===== config.mk =====
export PLATFORM = sky130hd
export DESIGN_NAME = param_serial_queue
export DESIGN_NICKNAME = d
export VERILOG_FILES = /design/src/rtl/param_serial_queue_pkg.sv /design/src/rtl/param_serial_queue_fifo.sv /design/src/rtl/param_serial_queue.sv
export SDC_FILE = /design/constraint.sdc
export NUM_CORES = 1
export LEC_CHECK = 0
export ABC_AREA = 0
export CAP_MARGIN = 20
export CORE_ASPECT_RATIO = 2
export CORE_UTILIZATION = 45
export CTS_CLUSTER_SIZE = 25
export DETAILED_ROUTE_END_ITERATION = 10
export MAX_ROUTING_LAYER = met4
export PLACE_DENSITY_LB_ADDON = 0.05
export SYNTH_ARGS = -nofsm -noshare
export SYNTH_HDL_FRONTEND = slang
export SYNTH_SLANG_ARGS = --single-unit

===== constraint.sdc =====
create_clock -name clock_1MHz -period 6.8 [get_ports clock_1MHz]
set_clock_uncertainty 0.05 [all_clocks]
set_input_delay 1.36 -clock clock_1MHz [delete_from_list [all_inputs] [get_ports clock_1MHz]]
set_output_delay 1.36 -clock clock_1MHz [all_outputs]
set_load 0.05 [all_outputs]

===== src/rtl/param_serial_queue_pkg.sv =====
// Shared types and default sizes for the serial-in/serial-out word queue.
package param_serial_queue_pkg;

  typedef enum logic {
    COLLECT = 1'b0,
    HOLD    = 1'b1
  } in_state_t;

  typedef enum logic {
    OUT_IDLE  = 1'b0,
    OUT_SHIFT = 1'b1
  } out_state_t;

  localparam int unsigned DefWidth = 8;
  localparam int unsigned DefDepth = 8;

endpackage


===== src/rtl/param_serial_queue_fifo.sv =====
// Word storage for param_serial_queue: circular buffer with occupancy count.
// A push is accepted while full only when a pop happens on the same edge.
module psq_fifo #(
  parameter int unsigned WIDTH = 8,
  parameter int unsigned DEPTH = 8
) (
  input  logic                     clk,
  input  logic                     rst,
  input  logic                     push,
  input  logic                     pop,
  input  logic [WIDTH-1:0]         wr_data,
  output logic [WIDTH-1:0]         rd_data,
  output logic                     full,
  output logic                     empty,
  output logic [$clog2(DEPTH):0]   count
);

  localparam int unsigned AW = $clog2(DEPTH);
  localparam int unsigned CW = AW + 1;

  logic [WIDTH-1:0] mem_q [DEPTH];
  logic [AW-1:0]    wr_ptr_q, wr_ptr_d;
  logic [AW-1:0]    rd_ptr_q, rd_ptr_d;
  logic [CW-1:0]    count_q, count_d;
  logic             do_push, do_pop;

  assign full    = (count_q == CW'(DEPTH));
  assign empty   = (count_q == '0);
  assign count   = count_q;
  assign rd_data = mem_q[rd_ptr_q];

  always_comb begin
    do_pop   = pop & ~empty;
    do_push  = push & (~full | do_pop);
    wr_ptr_d = do_push ? wr_ptr_q + AW'(1) : wr_ptr_q;
    rd_ptr_d = do_pop ? rd_ptr_q + AW'(1) : rd_ptr_q;
    count_d  = count_q;
    if (do_push && !do_pop) begin
      count_d = count_q + CW'(1);
    end else if (!do_push && do_pop) begin
      count_d = count_q - CW'(1);
    end
  end

  always_ff @(posedge clk or posedge rst) begin
    if (rst) begin
      wr_ptr_q <= '0;
      rd_ptr_q <= '0;
      count_q  <= '0;
    end else begin
      wr_ptr_q <= wr_ptr_d;
      rd_ptr_q <= rd_ptr_d;
      count_q  <= count_d;
    end
  end

  // Storage contents need no reset; pointers define what is valid.
  always_ff @(posedge clk) begin
    if (do_push) begin
      mem_q[wr_ptr_q] <= wr_data;
    end
  end

endmodule


===== src/rtl/param_serial_queue.sv =====
// Serial deserializer -> word queue -> serializer, both sides MSB-first.
// Optional PSQ_PARITY_EN appends one even-parity bit to every serialized word.
module param_serial_queue
  import param_serial_queue_pkg::*;
#(
  parameter int unsigned WIDTH = DefWidth,
  parameter int unsigned DEPTH = DefDepth
) (
  input  logic                   clock_1MHz,
  input  logic                   rst,
  input  logic                   data_in,
  input  logic                   write_in,
  input  logic                   enqueue_in,
  input  logic                   dequeue_in,
  output logic                   status_out,
  output logic                   data_out,
  output logic                   dout_valid_out,
  output logic                   full_out,
  output logic                   empty_out,
  output logic [$clog2(DEPTH):0] count_out
);

  localparam int unsigned CW = $clog2(WIDTH + 2);

`ifdef PSQ_PARITY_EN
  localparam int unsigned OutBits = WIDTH + 1;
`else
  localparam int unsigned OutBits = WIDTH;
`endif

  in_state_t          in_state_q, in_state_d;
  out_state_t         out_state_q, out_state_d;
  logic [WIDTH-1:0]   in_sr_q, in_sr_d;
  logic [CW-1:0]      in_cnt_q, in_cnt_d;
  logic [OutBits-1:0] out_sr_q, out_sr_d;
  logic [CW-1:0]      out_cnt_q, out_cnt_d;
  logic               started_q;
  logic               push, pop;
  logic [WIDTH-1:0]   rd_data;
  logic [OutBits-1:0] load_word;

`ifdef PSQ_PARITY_EN
  assign load_word = {rd_data, ^rd_data};
`else
  assign load_word = rd_data;
`endif

  psq_fifo #(
    .WIDTH(WIDTH),
    .DEPTH(DEPTH)
  ) u_fifo (
    .clk    (clock_1MHz),
    .rst    (rst),
    .push   (push),
    .pop    (pop),
    .wr_data(in_sr_q),
    .rd_data(rd_data),
    .full   (full_out),
    .empty  (empty_out),
    .count  (count_out)
  );

  // started_q keeps the deserializer closed until the first edge after reset.
  always_ff @(posedge clock_1MHz or posedge rst) begin
    if (rst) begin
      started_q   <= 1'b0;
      in_state_q  <= COLLECT;
      in_sr_q     <= '0;
      in_cnt_q    <= '0;
      out_state_q <= OUT_IDLE;
      out_sr_q    <= '0;
      out_cnt_q   <= '0;
    end else begin
      started_q   <= 1'b1;
      in_state_q  <= in_state_d;
      in_sr_q     <= in_sr_d;
      in_cnt_q    <= in_cnt_d;
      out_state_q <= out_state_d;
      out_sr_q    <= out_sr_d;
      out_cnt_q   <= out_cnt_d;
    end
  end

  always_comb begin
    in_state_d = in_state_q;
    in_sr_d    = in_sr_q;
    in_cnt_d   = in_cnt_q;
    push       = 1'b0;
    unique case (in_state_q)
      COLLECT: begin
        if (write_in && started_q) begin
          in_sr_d  = {in_sr_q[WIDTH-2:0], data_in};
          in_cnt_d = in_cnt_q + CW'(1);
          if (in_cnt_q == CW'(WIDTH - 1)) begin
            in_state_d = HOLD;
          end
        end
      end
      HOLD: begin
        // A full queue still takes the word if a pop frees a slot this edge.
        if (enqueue_in && (!full_out || pop)) begin
          push       = 1'b1;
          in_cnt_d   = '0;
          in_state_d = COLLECT;
        end
      end
      default: in_state_d = COLLECT;
    endcase
  end

  always_comb begin
    out_state_d = out_state_q;
    out_sr_d    = out_sr_q;
    out_cnt_d   = out_cnt_q;
    pop         = 1'b0;
    unique case (out_state_q)
      OUT_IDLE: begin
        if (dequeue_in && !empty_out) begin
          pop         = 1'b1;
          out_sr_d    = load_word;
          out_cnt_d   = '0;
          out_state_d = OUT_SHIFT;
        end
      end
      OUT_SHIFT: begin
        out_sr_d  = out_sr_q << 1;
        out_cnt_d = out_cnt_q + CW'(1);
        if (out_cnt_q == CW'(OutBits - 1)) begin
          out_state_d = OUT_IDLE;
        end
      end
      default: out_state_d = OUT_IDLE;
    endcase
  end

  always_comb begin
    status_out     = started_q && (in_state_q == COLLECT);
    dout_valid_out = (out_state_q == OUT_SHIFT);
    data_out       = dout_valid_out & out_sr_q[OutBits-1];
  end

endmodule


Word-level counts from Yosys, hierarchy flattened:

Memories as Yosys holds them, arrays and structs flattened.
Index checks and enable logic that the tools add are counted.

* memories: 1
* bits in writable memories: 64
* output and inout port bits: 9
* logic and storage cells: 67
* register bits after elaboration: 37
* latch bits: 0
* ROM bits: 0

* reductions and logical operators: 15
* bitwise logic cells: 8
* order comparisons: 0
* equal/unequal tests: 6
* div/mod/pow operators: 0
* $add $sub $neg: 6
* mux-type cells: 21
* shifts and indexed selects: 0
* $mul: 0

Memory list
* u_fifo.mem_q: words 8, width 8, read ports 1, clocked after Yosys merged registers in 0, write ports 1, RTL line param_serial_queue_fifo.sv:21 `logic [WIDTH-1:0] mem_q [DEPTH];`

Operators with widths (number)
* two-way mux 4 bit: 5
* case mux 4 bit (2 select lines): 2
* case mux 8 bit (2 select lines): 1
* adder 4 x 1 -> 4 bit (second input constant): 3
* two-way mux 1 bit: 10
* equality test 4 x 3 -> 1 bit (second input constant): 2
* two-way mux 8 bit: 1
* adder 3 x 1 -> 3 bit (second input constant): 2
* logical AND 1 bit: 6
* equality test 4 bit (second input constant): 1
* zero test 1 bit: 4
* zero test 4 bit: 1
* != test 2 bit (second input constant): 2
* NOT 1 bit: 4
* case mux 1 bit (2 select lines): 2
* AND reduction 2 bit: 2
* subtractor 4 x 1 -> 4 bit (second input constant): 1
* bitwise AND 1 bit: 3
* != test 2 x 1 -> 1 bit (second input constant): 1
* nonzero test 2 bit: 1
* logical OR 1 bit: 1
* bitwise OR 1 bit: 1

Logic depth before layout (Yosys ltp):

Gate-level depths: netlist of run 1.

* depth after elaboration: 14
* mapped depth: 11

Modules after synthesis:

From an unflattened synthesis of run 1, not the netlist that was laid out.

* cells, all modules: 266
* area, all modules: 4315.4 sq um

Modules (own cells, without submodules)
* psq_fifo: instances 1, cells each 157, area an instance 3067.9 sq um
* param_serial_queue: instances 1, cells each 109, area an instance 1247.4 sq um

Worst setup path after synthesis of run 1:

No wires, ideal clock.

* path kind: register to output
* start: register u_fifo.count_q[0], in the netlist u_fifo.count[0]
* end: output empty_out
* stages on the path, launching flop included: 2
* setup slack: 3139 ps
* data arrival time: 2251 ps
* required time: 5390 ps
* path through: dfrtp_1 > nor4_1

* cells in the longest elaborated chain, start to end: 1

Ends and longest elaborated chain
* start: declaration: RTL line param_serial_queue_fifo.sv:24 `logic [CW-1:0] count_q, count_d;`
* start signal: assignment: RTL line param_serial_queue_fifo.sv:53 `count_q <= count_d;`
* zero test 4 bit: RTL line param_serial_queue_fifo.sv:28 `assign empty = (count_q == '0);`
* end: declaration: RTL line param_serial_queue.sv:19 `output logic empty_out,`

No other way between the ends.

Worst setup path in the final report of run 1:

* start: input dequeue_in
* end: register u_fifo.count_q[3], in the netlist u_fifo.count[3]

* cells in the longest elaborated chain, start to end: 11
* elaborated cells between the ends (all ways): 16
* classes of those cells: mux (5); bitwise (3); reduce/logical (8)

Ends and longest elaborated chain
* start: declaration: RTL line param_serial_queue.sv:14 `input logic dequeue_in,`
* logical AND 1 bit (*): RTL line param_serial_queue.sv:118 `if (dequeue_in && !empty_out) begin`
* two-way mux 1 bit (*): RTL line param_serial_queue.sv:118
* two-way mux 1 bit (*): RTL line param_serial_queue.sv:116 `unique case (out_state_q)`
* logical OR 1 bit: RTL line param_serial_queue.sv:101 `if (enqueue_in && (!full_out || pop)) begin`
* logical AND 1 bit: RTL line param_serial_queue.sv:101
* two-way mux 1 bit: RTL line param_serial_queue.sv:101
* two-way mux 1 bit: RTL line param_serial_queue.sv:89 `unique case (in_state_q)`
* bitwise AND 1 bit: RTL line param_serial_queue_fifo.sv:34 `do_push = push & (~full | do_pop);`
* zero test 1 bit: RTL line param_serial_queue_fifo.sv:40 `end else if (!do_push && do_pop) begin`
* logical AND 1 bit: RTL line param_serial_queue_fifo.sv:40
* nonzero test 2 bit (no line)

Mark *: on every way between the ends. The rest lies on a longest branch, timed or not.
A chain may end at the register's enable or synchronous reset.

==> results.toml, run 1 <==
[logic_synthesis]
yosysSeqAreaShare = 0.6794
synth_ff_type = "edfxtp_1"
netlist.area_leader.share = 0.4585
yosysUniqueCellTypes = 41
synthTopCellsByArea = "edfxtp_1 (46%), dfrtp_1 (22%), mux4_2 (8.6%)"
yosysMostFrequentCell = "edfxtp_1"
synth_seq_cells = 101
synth_area_um2 = 4192
async_flop_share = 0.3663
synth_top_area_cell = "edfxtp_1"
yosys_warnings = 0
synth_area_per_cell_um2 = 16.06
synth_fp_nets = 275
synthTopCellsByCount = "edfxtp_1 (64), dfrtp_1 (37), mux4_2 (16)"
synthCells = 261
synth-edff-count = 64

[clocking]
cts_tree = "done"
clkTransAtPathRegs_ns = 0.07
cts-buffers-inserted = 9
clock_sinks = 101
postCtsSetupRepairBufs = 0
cts_buffer_depth = 2
cts-hold-fix-buffers = 0
h-tree-depth = 3
cts-root-buf = "clkbuf_16"
cts-resized-gates = 0
clk_latency_ns = 0.34

[pwr]
power.total_mw = 1.965
combPwrFrac = 0.254
switching_power_mw = 0.6299
pwr-share-seq = 0.491
power.share.clock = 0.256
p_int_mw = 1.335
switching_share = 0.3205
vdd_drop_max_uv = 205.8
p_leak_nw = 1.711
power_density_nw_per_um2 = 411.5

[layout]
seqCellArea_um2 = 2848
final_cells = 386
fill_cells = 761
n_antenna_cell = 0
areaGrowthSynthToFinish_pct = 13.94
design_area_um2 = 4776
drive_above_1_share = 0.1901
fin_nets = 293
multiInputGateArea_um2 = 1292

[route]
drt_iter0_markers = 81
wl_per_cell_um = 19.84
num_vias = 2157
first_pass_iters = 4
drc = 0
viasPerCell = 5.588
totalWireLength_um = 7658
ant_nets = 0

[worst_hold_path]
whs_path_depth = 1
holdCritPathClass = "flip-flop to flip-flop"
hold_path_end = "dout_valid_out$_DFF_PP0_"
hp-start = "out_cnt_q[2]$_DFFE_PP0P_"

[floorplanning]
core_area_um2 = 9012
die_x_um = 70.25
design.portCount = 15
rows = 49
die_y_um = 138.5
initial_core_util = 0.4651
dieArea_um2 = 9728

[sta]
rsz0062_at_grt = "no"
fin_crit_sh = 0.5520
fin_crit_ns = 3.754
maxSlewViolCount = 0
tightestPinTransition_ns = 0.9659
finalSetupViolCount = 0
hold_viol = 0
max_freq_mhz = 266.4
slew_headroom = 0.3537
fin_tns_setup_ns = 0

[placement]
gp_congestion = 0.7304
placed_cells_incl_taps = 370
dp_hpwl_um = 5184
dpl_cell_area_um2 = 4483
numPortBuffers = 14

[critical_path]
r2r_end = "u_fifo.count[3]$_DFFE_PP0P_"
rrSetupSlack_ns = 3.60
rr_worst_depth = 9
setup.worst_path.class = "primary input to flip-flop"
timing.rr.start = "u_fifo.count[0]$_DFFE_PP0P_"
cp.arrival_ns = 3.91
cp-end-kind = "flip-flop"
crit_path_start_kind = "primary input"
critPathRequiredTime_ns = 6.96
cp_max_fo = 8

[grt]
overflow = 0
antenna_found_initial = 0
grt_pass1_wl_um = 12320
grt_pass1_vias = 2261
grt_max_degree = 38
gr-usage-all-layers = 0.1807

[outcome]
outcome = "complete, no violations"

[flow_run]
maxCapViolCount = 0
cell families (layout without fill, tap and decap cells):
family	Yosys count	after routing	share of synthesized area
AOI/OAI and AO/OA	36	36	0.05314
buffers and inverters	17	40	0.01732
xor gates and xnor gates	6	6	0.01254
and+or+nand+nor	55	55	0.07164
adders and majority gates	8	8	0.02567
muxes	37	37	0.1394
other	1	1	0.0008947
DFF	101	101	0.6794
sequential cells by signal (all words and copies together), names as in the netlist:
signal           flops
dout_valid_out       1
u_fifo.count         4
out_cnt_q            4
in_state_q           1
u_fifo.wr_ptr_q      3
out_sr_q             8
in_cnt_q             4
in_sr_q              8
u_fifo.mem_q        64
u_fifo.rd_ptr_q      3
started_q            1
metrics by stage:
stage	util	hold WS [ns]	setup slack [ns]
floorplan	-	0.4054	3.139
global placement	0.4944	0.4246	2.781
detailed placement	0.4974	0.4385	2.672
CTS	0.5299	0.4552	3.024
global route	0.5299	0.4764	2.779
finish	0.5299	0.4583	3.046
cells in the final DEF, fill, tap and decap left out, types with 2 or more instances in the layout:
cell type and count:
edfxtp_1 64, nand3_1 4, nand3b_1 2, inv_1 5, buf_4 3, dfrtp_1 37
clkdlybuf4s50_1 14, nand2_2 2, clkbuf_1 2, nand2_1 13, mux2_2 11, ha_1 7
xnor2_1 5, mux4_2 16, nor3_1 4, nor3_2 3, nor2_1 7, nor2b_1 4
nand2b_1 2, clkbuf_16 9, o21ai_0 15, o21ai_1 2, mux2i_1 10, nor3b_1 8
a21oi_1 10
worst max path at each step:
stage                                startpoint  slack (ns)                          end  cells past startpoint
floorplan           u_fifo.count[0]$_DFFE_PP0P_        3.14                    empty_out                      1
global placement                     dequeue_in        2.78  u_fifo.count[3]$_DFFE_PP0P_                     10
detailed placement                   dequeue_in        2.67  u_fifo.count[3]$_DFFE_PP0P_                     10
CTS                                  dequeue_in        3.02  u_fifo.count[3]$_DFFE_PP0P_                     10
global route                         dequeue_in        2.78  u_fifo.count[3]$_DFFE_PP0P_                     10
finish                               dequeue_in        3.05  u_fifo.count[3]$_DFFE_PP0P_                     10
layout make-up:
cell class	count	area share
clock inverter	5	0.01258
clock buffer	11	0.04873
multi-input combinational	143	0.2706
timing repair buffer	18	0.03982
tap	102	0.02672
sequential	101	0.5963
inverter	6	0.005240
worst max-delay path, stage by stage:
cell             delay, ns
clkdlybuf4s50_1       0.50
o41ai_1               0.11
nor2_1                0.25
inv_1                 0.22
ha_1                  0.28
inv_1                 0.16
ha_1                  0.27
a21o_1                0.20
a2111oi_0             0.43
o31ai_1               0.14
per-layer routing:
metal,GRT usage,up-vias,share of wire
met3,0.04227,15,0.024
met5,-,-,0
met4,0.07684,0,0.027
li1,-,1029,-
met1,0.2116,1089,0.41
met2,0.2947,24,0.54
power groups by stage:
stage | Combinational [mW] | Sequential (mW) | Clock (mW)
final | 0.498 | 0.964 | 0.503
after global routing | 0.552 | 0.992 | 0.537
after CTS | 0.508 | 0.970 | 0.514
after detailed placement | 0.508 | 0.983 | 0
after global placement | 0.462 | 0.999 | 0
after floorplan | 0.387 | 0.931 | 0
Power figures use the tool's default switching activity.
==> inputs of run 2 (changes only) <==
- clock period: 6.8 -> 3.4 ns (I/O delays scaled with it)
==> run 2 against run 1 <==
Sequential cell count did not move; utilization rose by 0.62 points; sequential share of layout area fell by 0.69 points; via count rose by 4.5%; hold slack got worse by 0.013 ns; register-to-register slack got worse by 3.2 ns.
==> results.toml, run 2 (synthesized netlist as in run 1, its figures left out) <==
[outcome]
outcome = "complete, no violations"

[clocking]
postCtsSetupRepairBufs = 0
cts-hold-fix-buffers = 0
cts-buffers-inserted = 9
cts-root-buf = "clkbuf_16"
cts_buffer_depth = 2
cts-resized-gates = 0
clk_latency_ns = 0.34
clock_sinks = 101
clkTransAtPathRegs_ns = 0.07
cts_tree = "done"
h-tree-depth = 3

[placement]
gp_congestion = 0.7003
place_ws_ns = 0.1689
dpl_cell_area_um2 = 4523
numPortBuffers = 14
dp_hpwl_um = 5003

[sta]
fin_crit_ns = 3.046
finalSetupViolCount = 0
tightestPinTransition_ns = 0.7243
fin_ws_ns = 0.3539
rsz0062_at_grt = "no"
fin_tns_setup_ns = 0
hold_viol = 0
whs_ns = 0.4457
slew_headroom = 0.5172
fin_crit_sh = 0.8959
max_freq_mhz = 328.3
maxSlewViolCount = 0

[critical_path]
critPathRequiredTime_ns = 2.67
cp-end-kind = "primary output"
crit_path_start_kind = "flip-flop"
critPathTopFamily = "buffers and inverters"
cp.arrival_ns = 2.32
setup.worst_path.class = "flip-flop to primary output"
crit_slowest_cell = "clkdlybuf4s50_1"
cpPeakStageDelay_ns = 0.79
cp_num_cells = 3
cp_max_fo = 8
rr_worst_depth = 9
cp.buffers_inverters = 2
worstPathCellList = "or4b_4 -> inv_1 -> clkdlybuf4s50_1"

[route]
viasPerCell = 5.689
drc = 0
drt_iter0_markers = 104
first_pass_iters = 4
totalWireLength_um = 7698
num_vias = 2253
ant_nets = 0
wl_per_cell_um = 19.44

[pwr]
combPwrFrac = 0.263
switching_share = 0.3202
p_int_mw = 2.681
p_leak_nw = 1.767
pwr-share-seq = 0.473
power.total_mw = 3.944
vdd_drop_max_uv = 392.2
power.share.clock = 0.264
switching_power_mw = 1.263
power_density_nw_per_um2 = 816.1

[layout]
n_antenna_cell = 0
drive_above_1_share = 0.2143
layout_common_cells = "edfxtp_1 (64), dfrtp_1 (37), mux4_2 (16)"
largest-register = "u_fifo.mem_q"
largest_registers = "u_fifo.mem_q: 64 flops, in_sr_q: 8 flops, out_sr_q: 8 flops"
areaGrowthSynthToFinish_pct = 15.28
final_common_cell = "edfxtp_1"
largest_reg_flops = 64
fin_nets = 303
design_area_um2 = 4832

[worst_hold_path]
holdCritPathClass = "flip-flop to flip-flop"
whs_path_depth = 2

[grt]
grt_pass1_wl_um = 12390
overflow = 0
antenna_found_initial = 0
grt_pass1_vias = 2346
grt_max_degree = 38
gr-usage-all-layers = 0.1810

[flow_run]
maxCapViolCount = 0

[floorplanning]
design.portCount = 15
die_x_um = 70.25
die_y_um = 138.5
rows = 49
initial_core_util = 0.4651
core_area_um2 = 9012
dieArea_um2 = 9728
run 2: power groups by stage:
stage                     clock network [mW]  logic (mW)  registers [mW]
final                                   1.04        1.04            1.86
after detailed placement                   0        1.06            1.90
after global routing                    1.11        1.15            1.91
after global placement                     0        1.04            1.89
after CTS                               1.07        1.06            1.87
after floorplan                            0       0.773            1.86
run 2: path summary, 6_finish.rpt:
| check | startpoint | to | slack [ns] |
|---|---|---|---|
| setup / recovery | u_fifo.count[0]$_DFFE_PP0P_ | full_out | 0.35 |
| hold / removal | out_sr_q[5]$_DFFE_PP0P_ | out_sr_q[6]$_DFFE_PP0P_ | 0.45 |
| setup reg to reg | u_fifo.count[0]$_DFFE_PP0P_ | u_fifo.count[3]$_DFFE_PP0P_ | 0.44 |
| hold reg to reg | out_sr_q[5]$_DFFE_PP0P_ | out_sr_q[6]$_DFFE_PP0P_ | 0.45 |
| max in group asynchronous | rst | in_sr_q[5]$_DFFE_PP0P_ | 2.23 |
| min in group asynchronous | rst | u_fifo.rd_ptr_q[0]$_DFFE_PP0P_ | 0.72 |
run 2: worst register-to-register path: stages, from the launching register on:
cell       delay [ns]
dfrtp_1          0.49
or4b_4           0.62
o211ai_4         0.24
inv_4            0.08
ha_1             0.23
inv_1            0.16
ha_1             0.25
a21o_1           0.20
a2111oi_0        0.39
o31ai_1          0.14
run 2: layer usage:
metal / wire length (um) / track usage / share of wire / up-vias
met5: 0 / - / 0 / -
met4: 152 / 0.08526 / 0.020 / 0
met3: 179 / 0.03061 / 0.023 / 10
met2: 4329 / 0.3118 / 0.56 / 33
met1: 3036 / 0.1993 / 0.39 / 1153
li1: - / - / - / 1057
run 2: metrics by stage:
stage,utilization,cells
after floorplan,-,261
after global placement,0.5019,380
after detailed placement,0.5019,380
after CTS,0.5362,396
after global routing,0.5362,396
final,0.5362,396
run 2: layout make-up:
type	instances	area, um^2
multi-input cells	143	1277
fillers	741	4180
clock inverters	6	70.07
repair buffers	28	245.2
well taps	102	127.6
clock buffers	10	239.0
flip-flops and latches	101	2848
inverters	6	25.02
==> inputs of run 3 (changes only) <==
- MAX_ROUTING_LAYER: met4 -> default
- SLEW_MARGIN: default -> 10
==> run 3 against run 2 <==
Sequential cell count is the same; sequential power is essentially flat; fmax shrank 0.13%; hold slack is essentially flat; combinational power is essentially flat; die area is the same; largest cell class unchanged; worst setup slack lost 0.0038 ns; sequential share of layout area is the same; via count shrank 1.1%; utilization is the same; cell area is the same.
==> results.toml, run 3 (synthesized netlist as in run 1, its figures left out) <==
[clocking]
clock_sinks = 101
clkTransAtPathRegs_ns = 0.07
cts_buffer_depth = 2
cts-resized-gates = 0
cts-buffers-inserted = 9
clk_latency_ns = 0.34
cts_tree = "done"
cts-hold-fix-buffers = 0
h-tree-depth = 3
postCtsSetupRepairBufs = 0
cts-root-buf = "clkbuf_16"

[layout]
final_common_cell = "edfxtp_1"
fill_cells = 741
fin_nets = 303
largest-register = "u_fifo.mem_q"
design_area_um2 = 4832
n_antenna_cell = 0
areaGrowthSynthToFinish_pct = 15.28
largest_registers = "u_fifo.mem_q: 64 flops, in_sr_q: 8 flops, out_sr_q: 8 flops"
drive_above_1_share = 0.2143
layout_common_cells = "edfxtp_1 (64), dfrtp_1 (37), mux4_2 (16)"
largest_reg_flops = 64
finish.utilization = 0.5362
seqCellArea_um2 = 2848
multiInputGateArea_um2 = 1277

[grt]
antenna_found_initial = 0
grt_pass1_wl_um = 12430
grt_max_degree = 38
gr-usage-all-layers = 0.1760
overflow = 0
grt_pass1_vias = 2336

[critical_path]
cpPeakStageDelay_ns = 0.79
crit_path_start_kind = "flip-flop"
cp_max_fo = 8
rrSetupSlack_ns = 0.44
cp.arrival_ns = 2.32
r2r_end = "u_fifo.count[3]$_DFFE_PP0P_"
critPathCapture = "full_out"
rr_worst_depth = 9
critPathRequiredTime_ns = 2.67
timing.rr.start = "u_fifo.count[0]$_DFFE_PP0P_"
crit_path_start = "u_fifo.count[0]$_DFFE_PP0P_"
crit_slowest_cell = "clkdlybuf4s50_1"
cp-end-kind = "primary output"
critPathTopFamily = "buffers and inverters"
worstPathCellList = "or4b_4 -> inv_1 -> clkdlybuf4s50_1"
setup.worst_path.class = "flip-flop to primary output"
cp.buffers_inverters = 2
cp_num_cells = 3

[route]
drt_iter0_markers = 108
first_pass_iters = 4
wl_per_cell_um = 19.45
ant_nets = 0
totalWireLength_um = 7703
num_vias = 2229
viasPerCell = 5.629
drc = 0

[sta]
rsz0062_at_grt = "no"
max_freq_mhz = 327.9
tightestPinTransition_ns = 0.7415
finalSetupViolCount = 0
maxSlewViolCount = 0
slew_headroom = 0.5057
hold_viol = 0
fin_tns_setup_ns = 0
fin_crit_ns = 3.050
fin_crit_sh = 0.8970

[floorplanning]
rows = 49
initial_core_util = 0.4651
design.portCount = 15
die_y_um = 138.5
die_x_um = 70.25
core_area_um2 = 9012
dieArea_um2 = 9728

[worst_hold_path]
holdCritPathClass = "flip-flop to flip-flop"
hp-start = "out_sr_q[5]$_DFFE_PP0P_"

[pwr]
p_leak_nw = 1.767
vdd_drop_max_uv = 393.3
power_density_nw_per_um2 = 816.9

[placement]
gp_congestion = 0.6929
dpl_cell_area_um2 = 4523
numPortBuffers = 14
dp_hpwl_um = 5003

[flow_run]
maxCapViolCount = 0

[outcome]
outcome = "complete, no violations"
==> run 3: power by group <==
part	total, mW	internal, mW	switching [mW]
Sequential	1.86	1.58	0.286
Combinational	1.04	0.507	0.531
Clock	1.05	0.597	0.449
==> run 3: area by class of cell <==
| type | instances | share of cell area |
|---|---|---|
| Clock buffer | 10 | 0.04946 |
| Clock inverter | 6 | 0.01450 |
| Inverter | 6 | 0.005179 |
| Multi-Input combinational cell | 143 | 0.2644 |
| Sequential cell | 101 | 0.5893 |
| Tap cell | 102 | 0.02641 |
| Timing Repair Buffer | 28 | 0.05075 |
==> run 3: worst min path at each step <==
stage | to | slack (ns) | depth (start not counted)
4_1_cts | out_sr_q[6]$_DFFE_PP0P_ | 0.46 | 2
5_1_grt | out_sr_q[5]$_DFFE_PP0P_ | 0.49 | 2
6_report | out_sr_q[6]$_DFFE_PP0P_ | 0.45 | 2
3_5_place_dp | out_sr_q[6]$_DFFE_PP0P_ | 0.44 | 2
3_3_place_gp | out_sr_q[4]$_DFFE_PP0P_ | 0.42 | 2
2_1_floorplan | out_sr_q[2]$_DFFE_PP0P_ | 0.41 | 2
==> run 3: worst min-delay path, stage by stage, from the launching register on <==
cell and delay (ns):
dfrtp_1 0.34, a21oi_1 0.06, o21ai_0 0.06
==> run 3: per-layer routing <==
layer,wire [um],track usage,part of all wire,vias up
met2,4303,0.3113,0.56,30
met3,205,0.03936,0.027,9
met1,3051,0.2008,0.40,1134
li1,-,-,-,1056
met4,142,0.07263,0.018,0
met5,0,0,0,-
==> run 3: through the flow <==
| stage | std cells | setup WS [ns] | hold WS, ns | total power, mW |
|---|---|---|---|---|
| floorplan | 261 | 0.2805 | 0.4054 | 2.635 |
| global placement | 380 | 0.2285 | 0.4177 | 2.933 |
| detailed placement | 380 | 0.1689 | 0.4397 | 2.957 |
| CTS | 396 | 0.3307 | 0.4550 | 4.001 |
| global route | 396 | 0.2050 | 0.4890 | 4.177 |
| finish | 396 | 0.3501 | 0.4455 | 3.947 |
